File: src/rtl/sr_deserializer.sv
// Serial-to-parallel receiver: shifts accepted serial bits into an N-bit word (MSB- or LSB-first)
// and hands completed words downstream through a single holding register with valid/ready.
module sr_deserializer #(
    parameter int N = 8
) (
    input  logic         clk,
    input  logic         clear,
    input  logic         sin,
    input  logic         sin_valid,
    input  logic         msb_first,
    input  logic         sync,
    input  logic         ovr_clr,
    output logic [N-1:0] Q,
    output logic         out_valid,
    input  logic         out_ready,
    output logic         overrun,
    output logic         busy
);

    localparam int CW = $clog2(N);
    localparam logic [CW-1:0] CNT_ZERO = CW'(0);
    localparam logic [CW-1:0] CNT_ONE  = CW'(1);
    localparam logic [CW-1:0] CNT_LAST = CW'(N - 1);

    typedef enum logic {
        IDLE  = 1'b0,
        SHIFT = 1'b1
    } state_t;

    state_t         state_r, state_s;
    logic [CW-1:0]  cnt_r, cnt_s;
    logic [N-1:0]   sr_r, sr_s;
    logic           mode_r, mode_s;
    logic [N-1:0]   q_r, q_s;
    logic           valid_r, valid_s;
    logic           ovr_r, ovr_s;
    logic           busy_r, busy_s;

    logic           mode_eff_s;
    logic [N-1:0]   base_s;
    logic [N-1:0]   shift_s;
    logic           free_s;
    logic           done_s;
    logic           ovr_set_s;

    // Next-state, shift datapath, holding-register and overrun logic
    always_comb begin
        state_s   = state_r;
        cnt_s     = cnt_r;
        sr_s      = sr_r;
        mode_s    = mode_r;
        q_s       = q_r;
        done_s    = 1'b0;
        ovr_set_s = 1'b0;

        // A word starting on this edge (from IDLE or via sync) uses the live msb_first
        mode_eff_s = ((state_r == IDLE) || sync) ? msb_first : mode_r;
        base_s     = sync ? {N{1'b0}} : sr_r;
        shift_s    = mode_eff_s ? {base_s[N-2:0], sin} : {sin, base_s[N-1:1]};
        free_s     = (!valid_r) || out_ready;

        if (valid_r && out_ready) begin
            valid_s = 1'b0;
        end else begin
            valid_s = valid_r;
        end

        case (state_r)
            IDLE: begin
                if (sin_valid) begin
                    state_s = SHIFT;
                    cnt_s   = CNT_ONE;
                    sr_s    = shift_s;
                    mode_s  = msb_first;
                end else begin
                    state_s = IDLE;
                end
            end
            SHIFT: begin
                if (sync) begin
                    if (sin_valid) begin
                        state_s = SHIFT;
                        cnt_s   = CNT_ONE;
                        sr_s    = shift_s;
                        mode_s  = msb_first;
                    end else begin
                        state_s = IDLE;
                        cnt_s   = CNT_ZERO;
                        sr_s    = {N{1'b0}};
                    end
                end else if (sin_valid) begin
                    if (cnt_r == CNT_LAST) begin
                        done_s  = 1'b1;
                        state_s = IDLE;
                        cnt_s   = CNT_ZERO;
                        sr_s    = shift_s;
                    end else begin
                        cnt_s   = cnt_r + CNT_ONE;
                        sr_s    = shift_s;
                    end
                end else begin
                    state_s = SHIFT;
                end
            end
            default: begin
                state_s = IDLE;
                cnt_s   = CNT_ZERO;
            end
        endcase

        // A completed word either lands in the holding register or is dropped as an overrun
        if (done_s) begin
            if (free_s) begin
                q_s     = shift_s;
                valid_s = 1'b1;
            end else begin
                ovr_set_s = 1'b1;
            end
        end else begin
            q_s = q_r;
        end

        if (ovr_set_s) begin
            ovr_s = 1'b1;
        end else if (ovr_clr) begin
            ovr_s = 1'b0;
        end else begin
            ovr_s = ovr_r;
        end

        busy_s = (cnt_s != CNT_ZERO);
    end

    // State and output registers with synchronous active-low clear
    always_ff @(posedge clk) begin
        if (!clear) begin
            state_r <= IDLE;
            cnt_r   <= CNT_ZERO;
            sr_r    <= {N{1'b0}};
            mode_r  <= 1'b0;
            q_r     <= {N{1'b0}};
            valid_r <= 1'b0;
            ovr_r   <= 1'b0;
            busy_r  <= 1'b0;
        end else begin
            state_r <= state_s;
            cnt_r   <= cnt_s;
            sr_r    <= sr_s;
            mode_r  <= mode_s;
            q_r     <= q_s;
            valid_r <= valid_s;
            ovr_r   <= ovr_s;
            busy_r  <= busy_s;
        end
    end

    assign Q         = q_r;
    assign out_valid = valid_r;
    assign overrun   = ovr_r;
    assign busy      = busy_r;

endmodule

File: config.mk
export PLATFORM = sky130hd
export DESIGN_NAME = sr_deserializer
export DESIGN_NICKNAME = d
export VERILOG_FILES = /design/src/rtl/sr_deserializer.sv
export SDC_FILE = /design/constraint.sdc
export NUM_CORES = 1
export LEC_CHECK = 0
export CAP_MARGIN = 40
export CORE_MARGIN = 2
export CORE_UTILIZATION = 30
export CTS_BUF_LIST = sky130_fd_sc_hd__clkbuf_4 sky130_fd_sc_hd__clkbuf_8 sky130_fd_sc_hd__clkbuf_16
export CTS_CLUSTER_DIAMETER = 50
export DETAILED_ROUTE_END_ITERATION = 8
export GPL_TIMING_DRIVEN = 1
export PLACE_DENSITY_LB_ADDON = 0.1
export SYNTH_ARGS = -nofsm -noshare
export SYNTH_HDL_FRONTEND = slang
export SYNTH_SLANG_ARGS = --single-unit
File: constraint.sdc
create_clock -name clk -period 3.55 [get_ports clk]
set_input_delay 0.71 -clock clk [delete_from_list [all_inputs] [get_ports clk]]
set_output_delay 0.71 -clock clk [all_outputs]
set_load 0.02 [all_outputs]
; Yosys cells after proc, flatten, opt, wreduce, memory -nomap -nowiden
; Cells that the tools add are included.
[op_classes]
add_sub_neg = 1
n_eq_ne = 2
muxes = 32
n_bitwise = 1
n_reduce_logical = 7
[ops]
columns = cell, n
row1 = $mux 8, 5
row2 = $mux 1, 19
row3 = $pmux 8 s2, 1
row4 = $mux 3, 4
row5 = $pmux 3 s2, 1
row6 = $pmux 1 s2, 2
row7 = $add 3x1->3 const B, 1
row8 = $eq 3x3->1 const B, 1
row9 = $reduce_bool 3->1, 1
row10 = $logic_or 1x1->1, 2
row11 = $ne 2x2->1 const B, 1
row12 = $reduce_and 2->1, 1
row13 = $reduce_bool 2->1, 1
row14 = $logic_and 1x1->1, 1
row15 = $logic_not 1->1, 1
row16 = $not 1->1, 1
[word_totals]
register_bits = 24
input_bits = 8
output_inout_bits = 11
word_cells = 51

; Logic depth before layout (Yosys ltp)
[logic_depth]
depth_word = 7
depth_mapped = 7
depth_no_buf = 6

; Worst setup path after synthesis
; No wires, ideal clock.
[synth_timing]
path_kind = in2reg
start = input port sin_valid
end = register q_r[7] (netlist: Q[7])
setup_ps = 70
t_arrival_ps = 1516
t_required_ps = 3480
slack_ps = 1965
cell_stages = 6
n_path_buf = 2
cell_sequence = buf_4 nand4b_2 nor2b_2 buf_4 o21ai_1 a21oi_1
[synth_between]
elab_chain_cells = 4
[synth_rtl]
columns = item, line_no
row1 = "start, declared", 9  ; input logic sin_valid,
row2 = $mux 1, 91  ; end else if (sin_valid) begin
row3 = $mux 1, 80  ; if (sync) begin
row4 = $mux 1, 68  ; case (state_r)
row5 = $reduce_and 2->1 (no source line), -
row6 = "end signal, assigned", 141  ; q_r <= {N{1'b0}};
row7 = "end signal, assigned", 150  ; q_r <= q_s;
row8 = "end, declared", 34  ; logic [N-1:0] q_r, q_s;
; No other way between the ends.
; A chain may end at the register's enable or synchronous reset.

; Worst setup path after layout
[layout_timing]
start = input port sin_valid
end = register q_r[0] (netlist: Q[0])
; The elaborated chain is that of the path after synthesis.

==> impl_metrics.tcl <==
set metrics [dict create \
    status "completed" \
    hp-class "flip-flop to flip-flop" \
    grt_use_met3 0.0288 \
    place_ws_ns 1.02 \
    use_met2 0.197 \
    dp_hpwl_um 1520 \
    met1_usage 0.150 \
    synth-edff-count 0 \
    cts_root_buffer "clkbuf_4" \
    post-route-period-util 0.609 \
    maxCapViolCount 0 \
    p_int_w 0.000408 \
    post_drt_via_cell_ratio 4.67 \
    switching_share 0.217 \
    synth_mux_area_frac 0.0906 \
    track_usage 0.121 \
    clk_pin_slew_ns 0.14 \
    htree_levels 1 \
    clock_skew_ns 0.00186 \
    seq_power_share 0.534 \
    cellPowerDensity_nw_per_um2 410 \
    cts_buffers 3 \
    synth-compound-area-share 0.200 \
    cts.sink_count 24 \
    grt_pass1_wl_um 3720 \
    core-area_um2 3310 \
    power_w 0.000522 \
    final_core_util 0.385 \
    syn_nets 116 \
    start_util 0.309 \
    critPathArrivalTime_ns 2.39 \
    post_drt_wl_per_cell_um 12.6 \
    antenna_cells 0 \
    ctsHoldBuffers 0 \
    power_frac_clock 0.385 \
    finalMaxSlewViolations 0 \
    syn_area_um2 1020 \
    cts_tree "done" \
    clk_path_buf_depth 2 \
    critPathLaunchType "input pin" \
    area_growth_pct 24.6 \
    insertion_delay_ns 0.31 \
    drc 0 \
    clock.fmax_mhz 463 \
    irDropWorstVdd_mv 0.165 \
    grt_pass1_vias 791 \
    drive_gt1_frac 0.0574 \
    final_common_cell "dfxtp_1" \
    setup-tns-final_ns 0 \
    mostFrequentLayoutCells "dfxtp_1 (24), clkdlybuf4s50_1 (18), a21oi_1 (10)" \
    synth_warnings 0 \
    fin_crit_ns 2.16 \
    power.switching_w 0.000113 \
    numPortBuffers 18 \
    grt_overflow 0 \
    netlist_instances 106 \
    die_area_um2 3890 \
    nets 133 \
    grt_start_max_net_pins 23 \
    setup_ws_ns 1.39 \
    synth_top_family_by_area "compound AO/OA/AOI/OAI gates" \
    n_fill_cell 374 \
    worstMarginPinSlew_ns 0.691 \
    num_vias 784 \
    worst-endpoint-required_ns 3.78 \
    synthFlopType "dfxtp_1" \
    drt.antenna.violating_nets 0 \
    dr.pass1.iters 3 \
    finalWeightedCongestion 0.715 \
    fp.dieH_um 62.4 \
    hold_viol 0 \
    yosys_register_bits 24 \
    setup.worst_path.class "input pin to flip-flop" \
    pwr-share-comb 0.081 \
    synth-xor-area-share 0 \
    cp-end-kind "flip-flop" \
    relSlewSlack 0.538 \
    io_pins 19 \
    busiest_layer "met2" \
    cts_setup_buffers 0 \
    drt-total-wl_um 2110 \
    die_w_um 62.4 \
    synthArstFlopShare 0 \
    yosysSeqAreaShare 0.470 \
    synthAdderAreaFrac 0.0245 \
    power_leakage_nw 0.498 \
    post_cts_resized 0 \
    rows 21 \
    setup_viol 0 \
    yosys.cell_types.count 32 \
    syn_avg_cell_area_um2 9.64 \
    rsz0062_at_grt "no" \
    synth-simple-area-share 0.170 \
    antenna_found_initial 0 \
    drt-initial-drc-count 22 \
    path_max_fanout 16 \
]
-- power groups by stage --
stage               Combinational, W  Clock, W  Sequential (W)
finish                     0.0000421  0.000201        0.000278
global route               0.0000462  0.000220        0.000279
CTS                        0.0000429  0.000208        0.000279
detailed placement         0.0000427         0        0.000284
global placement           0.0000426         0        0.000284
floorplan                  0.0000284         0        0.000283
-- kinds of logic (layout without fill, tap and decap cells) --
group,count (synthesis),after routing
AO/OA/AOI/OAI,34,34
AND/OR/NAND/NOR,30,30
flip-flops,24,24
multiplexers,8,8
buffers and inverters,8,24
adder cells (fa/ha/maj),2,2
-- final timing paths --
check,start,to,slack (ns),cells past startpoint
worst max-delay path,sin_valid,Q[0],1.39,5
worst min-delay path,sr_r[7],sr_r[7],0.48,1
worst max register to register,cnt_r[0],Q[0],1.79,6
worst min register to register,sr_r[7],sr_r[7],0.48,1
-- state kept, by name, indices dropped and copies added (netlist names) --
name and cells:
mode_r 1, busy 1, Q 8, cnt_r 3
state_r 1, overrun 1, out_valid 1, sr_r 8
-- metrics by stage --
stage,hold slack [ns],cell area [um^2],instances
finish,0.482,1270,168
global route,0.503,1270,168
CTS,0.484,1270,168
detailed placement,0.453,1220,164
global placement,0.455,1220,164
floorplan,0.432,1020,106
-- critical path: stages --
cell             delay, ns
clkdlybuf4s50_1       0.67
nand4b_2              0.20
nor2b_2               0.48
o211ai_1              0.16
o211a_1               0.17
-- routing by layer --
| metal | part of all wire | vias up |
|---|---|---|
| met2 | 0.47 | 12 |
| met1 | 0.48 | 360 |
| met3 | 0.034 | 2 |
| li1 | - | 410 |
| met4 | 0.0090 | 0 |
| met5 | 0 | - |
-- synth_stat cells (all sizes together), types with 2 or more instances --
master | instances | area [um^2]
a21oi | 10 | 50.1
o2bb2ai | 3 | 26.3
clkbuf | 3 | 12.5
mux2i | 8 | 92.6
buf | 3 | 26.3
nand3 | 2 | 10.0
and2 | 4 | 25.0
a21boi | 2 | 15.0
ha | 2 | 25.0
o21ai | 14 | 70.1
dfxtp | 24 | 480
nand2b | 5 | 31.3
inv | 2 | 7.51
nand2 | 9 | 33.8
nor2b | 3 | 21.3
-- final cells by class --
type | instances | area [um^2] | share of cell area
tap | 46 | 57.6 | 0.0452
clock inverter | 1 | 30.0 | 0.0236
inverter | 2 | 7.51 | 0.00589
clock buffer | 3 | 22.5 | 0.0177
multi-input combinational | 74 | 495 | 0.389
sequential | 24 | 480 | 0.377
timing repair buffer | 18 | 180 | 0.141
Note: power is estimated with default switching activity, not from simulation.
